## config.mk

```make
export PLATFORM = sky130hd
export DESIGN_NAME = uart_tx_arbiter
export DESIGN_NICKNAME = d
export VERILOG_FILES = /design/src/rtl/uart_tx_arbiter.sv
export SDC_FILE = /design/constraint.sdc
export NUM_CORES = 1
export LEC_CHECK = 0
export CORE_AREA = 2 2 87 47
export CTS_BUF_LIST = sky130_fd_sc_hd__clkbuf_16
export CTS_CLUSTER_DIAMETER = 100
export DETAILED_ROUTE_END_ITERATION = 8
export DIE_AREA = 0 0 89 49
export PLACE_DENSITY = 0.81
export SLEW_MARGIN = 15
export SYNTH_ARGS = -nofsm -noshare
export SYNTH_HDL_FRONTEND = slang
export SYNTH_SLANG_ARGS = --single-unit
```

## constraint.sdc

```tcl
create_clock -name clk -period 4.65 [get_ports clk]
set_input_delay 1.395 -clock clk [delete_from_list [all_inputs] [get_ports clk]]
set_output_delay 1.395 -clock clk [all_outputs]
set_load 0.1 [all_outputs]
```

## src/rtl/uart_tx_arbiter.sv

```systemverilog
`default_nettype none
// ============================================================================
// Module      : uart_tx_arbiter
// Description : Two-way arbiter for the UART transmit byte stream. Grants
//               the CPU (req0) or debug (req1) source for a whole message
//               and releases on a last byte, a byte-count limit or an idle
//               timeout. Ties are broken round-robin.
// Revision    : 1.0 - initial release
// ============================================================================
module uart_tx_arbiter #(
   parameter int HOLD_MAX     = 64,
   parameter int IDLE_TIMEOUT = 255
) (
   input  logic       clk,
   input  logic       rst_n,
   input  logic [7:0] req0_data,
   input  logic       req0_valid,
   input  logic       req0_last,
   output logic       req0_ready,
   input  logic [7:0] req1_data,
   input  logic       req1_valid,
   input  logic       req1_last,
   output logic       req1_ready,
   output logic [7:0] uart_data,
   output logic       uart_valid,
   input  logic       uart_ready,
   output logic [1:0] grant,
   output logic       busy
);

   localparam logic [7:0]  c_hold_max     = 8'(HOLD_MAX);
   localparam logic [15:0] c_idle_timeout = 16'(IDLE_TIMEOUT);

   typedef enum logic [0:0] {
      ST_IDLE = 1'b0,
      ST_OWN  = 1'b1
   } state_t;

   state_t      state_q, state_d;
   logic        owner_q, owner_d;      // 0 = req0 (CPU), 1 = req1 (debug)
   logic        rr_last_q, rr_last_d;  // owner of the most recent grant
   logic [7:0]  byte_cnt_q, byte_cnt_d;
   logic [15:0] idle_cnt_q, idle_cnt_d;
   logic [1:0]  grant_q, grant_d;

   logic        w_in_own;
   logic        w_own_valid;
   logic        w_own_last;
   logic [7:0]  w_own_data;
   logic        w_xfer;
   logic [7:0]  w_byte_cnt_inc;
   logic [15:0] w_idle_cnt_inc;
   logic        w_release;
   logic        w_pick;

   // Select the current owner's byte stream and decide whether the grant ends
   always_comb begin
      w_in_own       = (state_q == ST_OWN);
      w_own_valid    = owner_q ? req1_valid : req0_valid;
      w_own_last     = owner_q ? req1_last  : req0_last;
      w_own_data     = owner_q ? req1_data  : req0_data;
      w_xfer         = w_in_own & w_own_valid & uart_ready;
      w_byte_cnt_inc = byte_cnt_q + 8'd1;
      w_idle_cnt_inc = idle_cnt_q + 16'd1;
      // A stalled uart with valid held high is not idleness, so the timeout
      // only considers cycles where the owner has nothing to offer.
      w_release      = w_in_own &
                       ((w_xfer & w_own_last) |
                        (w_xfer & (w_byte_cnt_inc == c_hold_max)) |
                        (~w_own_valid & (w_idle_cnt_inc == c_idle_timeout)));
      // On a tie the requester that did not own the bus last time wins
      w_pick         = (req0_valid & req1_valid) ? ~rr_last_q : req1_valid;
   end

   // Next-state logic for the grant FSM and its counters
   always_comb begin
      state_d    = state_q;
      owner_d    = owner_q;
      rr_last_d  = rr_last_q;
      byte_cnt_d = byte_cnt_q;
      idle_cnt_d = idle_cnt_q;
      grant_d    = grant_q;
      case (state_q)
         ST_IDLE: begin
            byte_cnt_d = 8'd0;
            idle_cnt_d = 16'd0;
            if (req0_valid | req1_valid) begin
               state_d = ST_OWN;
               owner_d = w_pick;
               grant_d = w_pick ? 2'b10 : 2'b01;
            end
         end
         ST_OWN: begin
            if (w_release) begin
               // Mandatory idle cycle afterwards gives the other side a turn
               state_d    = ST_IDLE;
               rr_last_d  = owner_q;
               byte_cnt_d = 8'd0;
               idle_cnt_d = 16'd0;
               grant_d    = 2'b00;
            end else begin
               byte_cnt_d = w_xfer ? w_byte_cnt_inc : byte_cnt_q;
               idle_cnt_d = w_own_valid ? 16'd0 : w_idle_cnt_inc;
            end
         end
         default: begin
            state_d = ST_IDLE;
            grant_d = 2'b00;
         end
      endcase
   end

   // State registers; reset forces IDLE immediately, abandoning any message
   always_ff @(posedge clk or negedge rst_n) begin
      if (!rst_n) begin
         state_q    <= ST_IDLE;
         owner_q    <= 1'b0;
         rr_last_q  <= 1'b1;
         byte_cnt_q <= 8'd0;
         idle_cnt_q <= 16'd0;
         grant_q    <= 2'b00;
      end else begin
         state_q    <= state_d;
         owner_q    <= owner_d;
         rr_last_q  <= rr_last_d;
         byte_cnt_q <= byte_cnt_d;
         idle_cnt_q <= idle_cnt_d;
         grant_q    <= grant_d;
      end
   end

   // Owner's stream passes straight through; everything is 0 outside OWN
   always_comb begin
      uart_valid = w_in_own & w_own_valid;
      uart_data  = w_in_own ? w_own_data : 8'h00;
      req0_ready = w_in_own & ~owner_q & uart_ready;
      req1_ready = w_in_own &  owner_q & uart_ready;
      grant      = grant_q;
      busy       = w_in_own;
   end

endmodule
`default_nettype wire

```

Yosys cells after proc, flatten, opt, wreduce, memory -nomap -nowiden
Index checks and enable logic that the tools add are counted.
{ "word_totals": {"reg_bits": 29, "latchBits": 0, "ram_bits": 0, "rom_bits": 0, "in_bits": 23, "memories": 0} }
{ "classes": {"n_addsub": 2, "n_mul": 0, "div": 0, "order_cmp": 0, "n_eq_ne": 5, "n_shift": 0, "n_mux": 18, "n_bitwise": 18, "reduce_logical": 3} }
{ "op_table": {"columns": ["operator", "n"], "rows": [
  ["2-to-1 mux 16 bit", 2],
  ["2-to-1 mux 8 bit", 4],
  ["case mux 16 bit (2 select lines)", 1],
  ["adder 16 x 1 -> 16 bit, second input constant", 1],
  ["equality test 16 x 8 -> 1 bit, second input constant", 1],
  ["case mux 8 bit (2 select lines)", 1],
  ["bitwise AND 1 bit", 11],
  ["adder 8 x 1 -> 8 bit, second input constant", 1],
  ["equality test 8 x 7 -> 1 bit, second input constant", 1],
  ["2-to-1 mux 2 bit", 3],
  ["AND reduction 2 bit", 3],
  ["2-to-1 mux 1 bit", 5],
  ["inverter 1 bit", 4],
  ["case mux 2 bit (2 select lines)", 1],
  ["!= test 3 x 1 -> 1 bit, second input constant", 1],
  ["bitwise OR 1 bit", 3],
  ["!= test 2 x 1 -> 1 bit, second input constant", 1],
  ["!= test 2 bit, second input constant", 1],
  ["case mux 1 bit (2 select lines)", 1]
]} }

Logic depth before layout (Yosys ltp)
{ "depth": {"word_depth": 9, "mapped_depth": 9, "depth_no_buf": 7} }

Worst setup path before layout
No wires, ideal clock.
{ "synth_path": {"path_type": "input to output", "start": "input req0_valid", "end": "output uart_valid", "arrival_time_ps": 2834, "required_time_ps": 3255, "slack_ps": 421, "cell_stages": 2, "cell_sequence": "mux2i_2 > nor2b_1"} }
{ "synth_via": {"elab_chain_len": 2} }
{ "synth_rtl": {"columns": ["element", "line", "rtl"], "rows": [
  ["from (decl)", "17", "input logic req0_valid,"],
  ["2-to-1 mux 1 bit", "59", "w_own_valid = owner_q ? req1_valid : req0_valid;"],
  ["bitwise AND 1 bit", "134", "uart_valid = w_in_own & w_own_valid;"],
  ["to (decl)", "25", "output logic uart_valid,"]
]} }
No other way between the ends.

Worst setup path in the final report
{ "layout_path": {"start": "input req1_valid", "end": "output uart_valid"} }
{ "layout_via": {"elab_chain_len": 2} }
{ "layout_rtl": {"columns": ["element", "line", "rtl"], "rows": [
  ["from (decl)", "21", "input logic req1_valid,"],
  ["2-to-1 mux 1 bit", "59", null],
  ["bitwise AND 1 bit", "134", null]
]} }
No other way between the ends.

==> flow_results.xml <==
<?xml version="1.0" encoding="UTF-8"?>
<metrics>
  <group name="worst_setup_path">
    <metric name="worst_ep_required" unit="ns">3.25</metric>
    <metric name="timing.critical_path.slowest_stage_cell" unit="">sky130_fd_sc_hd__clkdlybuf4s50_1</metric>
    <metric name="critical_path_endpoint_category" unit="">output port</metric>
    <metric name="timing.reg2reg.setup_slack" unit="ns">2.14</metric>
    <metric name="worst_ep_arrival_time" unit="ns">2.56</metric>
    <metric name="worst-setup-path-type" unit="">in -&gt; out</metric>
    <metric name="cp_cell_sequence" unit="">clkdlybuf4s50_1, mux2i_2, nor2b_1, buf_12</metric>
    <metric name="worst_setup_sp_type" unit="">input pin</metric>
    <metric name="cpPeakStageDelay" unit="ns">0.46</metric>
    <metric name="worstPathMaxFanout" unit="">6</metric>
  </group>
  <group name="route">
    <metric name="wl_per_cell" unit="um">14.29</metric>
    <metric name="drtPass1Iterations" unit="">4</metric>
    <metric name="via_per_inst" unit="">5.505</metric>
    <metric name="vias" unit="">1646</metric>
    <metric name="routed_wirelength" unit="um">4274</metric>
    <metric name="drt_iter0_drc" unit="">92</metric>
    <metric name="drc" unit="">0</metric>
    <metric name="route.antenna.remaining_nets" unit="">0</metric>
  </group>
  <group name="synthesis">
    <metric name="synth_edf_count" unit="">0</metric>
    <metric name="synth.distinct_cells" unit="">52</metric>
    <metric name="yosys_most_used_dff" unit="">sky130_fd_sc_hd__dfrtp_1</metric>
    <metric name="post-synth-top-area-fraction" unit="">0.3691</metric>
    <metric name="syn-instance-count" unit="">211</metric>
    <metric name="synth_top_area_cell" unit="">sky130_fd_sc_hd__dfrtp_1</metric>
    <metric name="synth.ff_latch_count" unit="">29</metric>
    <metric name="ys_seq_area_frac" unit="">0.3830</metric>
    <metric name="main_area_contributors_after_synthesis" unit="">sky130_fd_sc_hd__dfrtp_1 37%, sky130_fd_sc_hd__nor2_1 6.3%, sky130_fd_sc_hd__xor2_1 5.5%, sky130_fd_sc_hd__mux2i_1 4.7%, sky130_fd_sc_hd__xnor2_1 4.6%</metric>
    <metric name="syn_avg_cell_area" unit="sq um">8.996</metric>
    <metric name="synth_warnings" unit="">0</metric>
    <metric name="ys_async_sr_fraction" unit="">1.000</metric>
    <metric name="postSynthNetCount" unit="">238</metric>
    <metric name="syn-cell-area" unit="sq um">1898</metric>
  </group>
  <group name="floorplan">
    <metric name="fp.dieH" unit="um">49</metric>
    <metric name="core-area" unit="sq um">3684</metric>
    <metric name="initial_utilization" unit="">0.5153</metric>
    <metric name="placement_rows" unit="">16</metric>
    <metric name="dieWidth" unit="um">89</metric>
    <metric name="design.portCount" unit="">37</metric>
    <metric name="fp.dieArea" unit="sq um">4361</metric>
  </group>
  <group name="clock_tree">
    <metric name="number_of_clock_sinks" unit="">29</metric>
    <metric name="worst_skew_pair_later_pin_latency" unit="ns">0.27</metric>
    <metric name="htree_levels" unit="">2</metric>
    <metric name="cts.reportedPaths.clkPinSlew" unit="ns">0.05</metric>
    <metric name="cts_setup_buffers" unit="">0</metric>
    <metric name="cts_made_buffers" unit="">5</metric>
    <metric name="cts_tree" unit="">done</metric>
    <metric name="clk_path_buf_depth" unit="">2</metric>
    <metric name="post_cts_resize_count" unit="">0</metric>
    <metric name="cts-root-buf" unit="">sky130_fd_sc_hd__clkbuf_16</metric>
    <metric name="hold_buffer_count_at_cts" unit="">0</metric>
  </group>
  <group name="sta">
    <metric name="report.final.slew_viol_count" unit="">0</metric>
    <metric name="worst_hold_slack" unit="ns">0.5277</metric>
    <metric name="slew_at_the_pin_with_the_worst_max_slew_slack" unit="ns">0.9979</metric>
    <metric name="grt_setup_unrepaired" unit="">false</metric>
    <metric name="layout_min_cycle_time" unit="ns">3.959</metric>
    <metric name="final-setup-viol-count" unit="">0</metric>
    <metric name="timing_hold_violations_final" unit="">0</metric>
    <metric name="totalNegativeSetupSlack" unit="ns">0</metric>
    <metric name="layout_worst_path_cycle_share" unit="">0.8513</metric>
    <metric name="max_slew_margin" unit="">0.3327</metric>
    <metric name="fmaxAchievable" unit="MHz">252.6</metric>
    <metric name="post_route_clock_skew" unit="ns">0.005418</metric>
  </group>
  <group name="grt">
    <metric name="vias_in_the_first_global_route" unit="">1517</metric>
    <metric name="largest_net_degree_at_the_start_of_global_routing" unit="">30</metric>
    <metric name="global_route_wire_length_before_repair" unit="um">7314</metric>
    <metric name="grt_use_total" unit="">0.2185</metric>
    <metric name="antenna_violations_before_repair" unit="">0</metric>
    <metric name="grt_overflow_total" unit="">0</metric>
  </group>
  <group name="outcome">
    <metric name="outcome" unit="">finished, final reports clean</metric>
  </group>
  <group name="min_path">
    <metric name="min_path_type" unit="">reg -&gt; reg</metric>
  </group>
  <group name="place">
    <metric name="number_of_port_buffers" unit="">36</metric>
    <metric name="last_weighted_congestion_value_of_the_routability_driven_placer" unit="">0.8660</metric>
    <metric name="place.detailed.hpwl" unit="um">3198</metric>
  </group>
  <group name="power">
    <metric name="vdd_drop_max" unit="V">0.0004431</metric>
    <metric name="power.leakage" unit="nW">1.009</metric>
    <metric name="cellPowerDensity" unit="nW/um^2">556.3</metric>
  </group>
  <group name="run">
    <metric name="max_cap_viol_count" unit="">0</metric>
  </group>
  <group name="cells_and_area">
    <metric name="layout_stage_area_growth_over_the_synthesis_result" unit="%">26.57</metric>
    <metric name="diodes" unit="">0</metric>
    <metric name="layout-drive-gt1-share" unit="">0.1020</metric>
    <metric name="final_nets" unit="">272</metric>
    <metric name="leading_cell_type_in_the_layout_fill_and_taps_excluded" unit="">sky130_fd_sc_hd__nor2_1</metric>
    <metric name="mostFrequentLayoutCells" unit="">32 x sky130_fd_sc_hd__nor2_1, 28 x sky130_fd_sc_hd__dfrtp_1, 25 x sky130_fd_sc_hd__clkdlybuf4s50_1</metric>
  </group>
</metrics>
-- logic make-up (layout without fill, tap and decap cells) --
kind of cell / Yosys count / in the layout / share of synthesized area
and+or+nand+nor: 97 / 97 / 0.2676
xor gates and xnor gates: 22 / 22 / 0.1015
AOI/OAI and AO/OA: 32 / 32 / 0.1187
muxes: 10 / 10 / 0.05471
adders and majority gates: 4 / 4 / 0.02637
buffers and inverters: 17 / 51 / 0.04811
DFF: 29 / 29 / 0.3830
-- per-stage QoR --
| step | instances | total power [W] | setup slack, ns | utilization | area, sq um |
|---|---|---|---|---|---|
| after floorplan | 211 | 0.0008811 | 0.4215 | - | 1898 |
| after global placement | 292 | 0.001037 | 0.7578 | 0.6162 | 2270 |
| after detailed placement | 292 | 0.001044 | 0.7010 | 0.6162 | 2270 |
| after CTS | 299 | 0.001344 | 0.6991 | 0.6522 | 2402 |
| after global routing | 299 | 0.001396 | 0.6441 | 0.6522 | 2402 |
| final | 299 | 0.001336 | 0.6915 | 0.6522 | 2402 |
-- path summary, 6_finish.rpt --
kind | startpoint | cells past startpoint | endpoint
worst max-delay path | req1_valid | 4 | uart_valid
worst min-delay path | idle_cnt_q[0] | 1 | idle_cnt_q[0]
worst max register to register | owner_q | 5 | rr_last_q
worst min register to register | idle_cnt_q[0] | 1 | idle_cnt_q[0]
max in group asynchronous | rst_n | 2 | rr_last_q
min in group asynchronous | rst_n | 2 | idle_cnt_q[1]
-- state kept, by name (all words and copies together) (netlist names) --
signal and flops:
rr_last_q 1, idle_cnt_q 16, owner_q 1, busy 1
grant 2, byte_cnt_q 8
-- cell usage after synthesis, types with 5 or more instances --
cell type	count
sky130_fd_sc_hd__xnor2_1	10
sky130_fd_sc_hd__nand3_1	6
sky130_fd_sc_hd__inv_1	6
sky130_fd_sc_hd__nor2_1	32
sky130_fd_sc_hd__dfrtp_1	28
sky130_fd_sc_hd__mux2i_1	9
sky130_fd_sc_hd__nand2_1	14
sky130_fd_sc_hd__a21oi_1	5
sky130_fd_sc_hd__nor2b_1	11
sky130_fd_sc_hd__xor2_1	12
sky130_fd_sc_hd__nand4_1	9
-- final cells by class --
class / count / area, sq um
Inverter: 6 / 22.52
Fill cell: 317 / 1281
Clock inverter: 2 / 7.507
Timing Repair Buffer: 38 / 372.9
Tap cell: 54 / 67.56
Sequential cell: 29 / 726.9
Multi-Input combinational cell: 165 / 1080
Clock buffer: 5 / 125.1
-- metal layers --
metal / wire length, um / GRT usage / vias up
met5: 0 / 0 / -
met4: 38 / 0.05224 / 0
met3: 330 / 0.05415 / 3
met2: 1684 / 0.2898 / 57
met1: 2220 / 0.3509 / 776
li1: - / - / 810
-- report_power, final --
group	switching, W	total, W	internal, W
sequential	0.0000811	0.000375	0.000294
combinational	0.000470	0.000665	0.000195
clock	0.000106	0.000297	0.000191
total	0.000657	0.00134	0.000680
-- worst max-delay path, delay by kind of cell --
family / cells / cell delay, ns
AND/OR/NAND/NOR: 1 / 0.15
buffers and inverters: 2 / 0.65
multiplexers: 1 / 0.36
No activity file was read; power rests on OpenSTA's default activity.
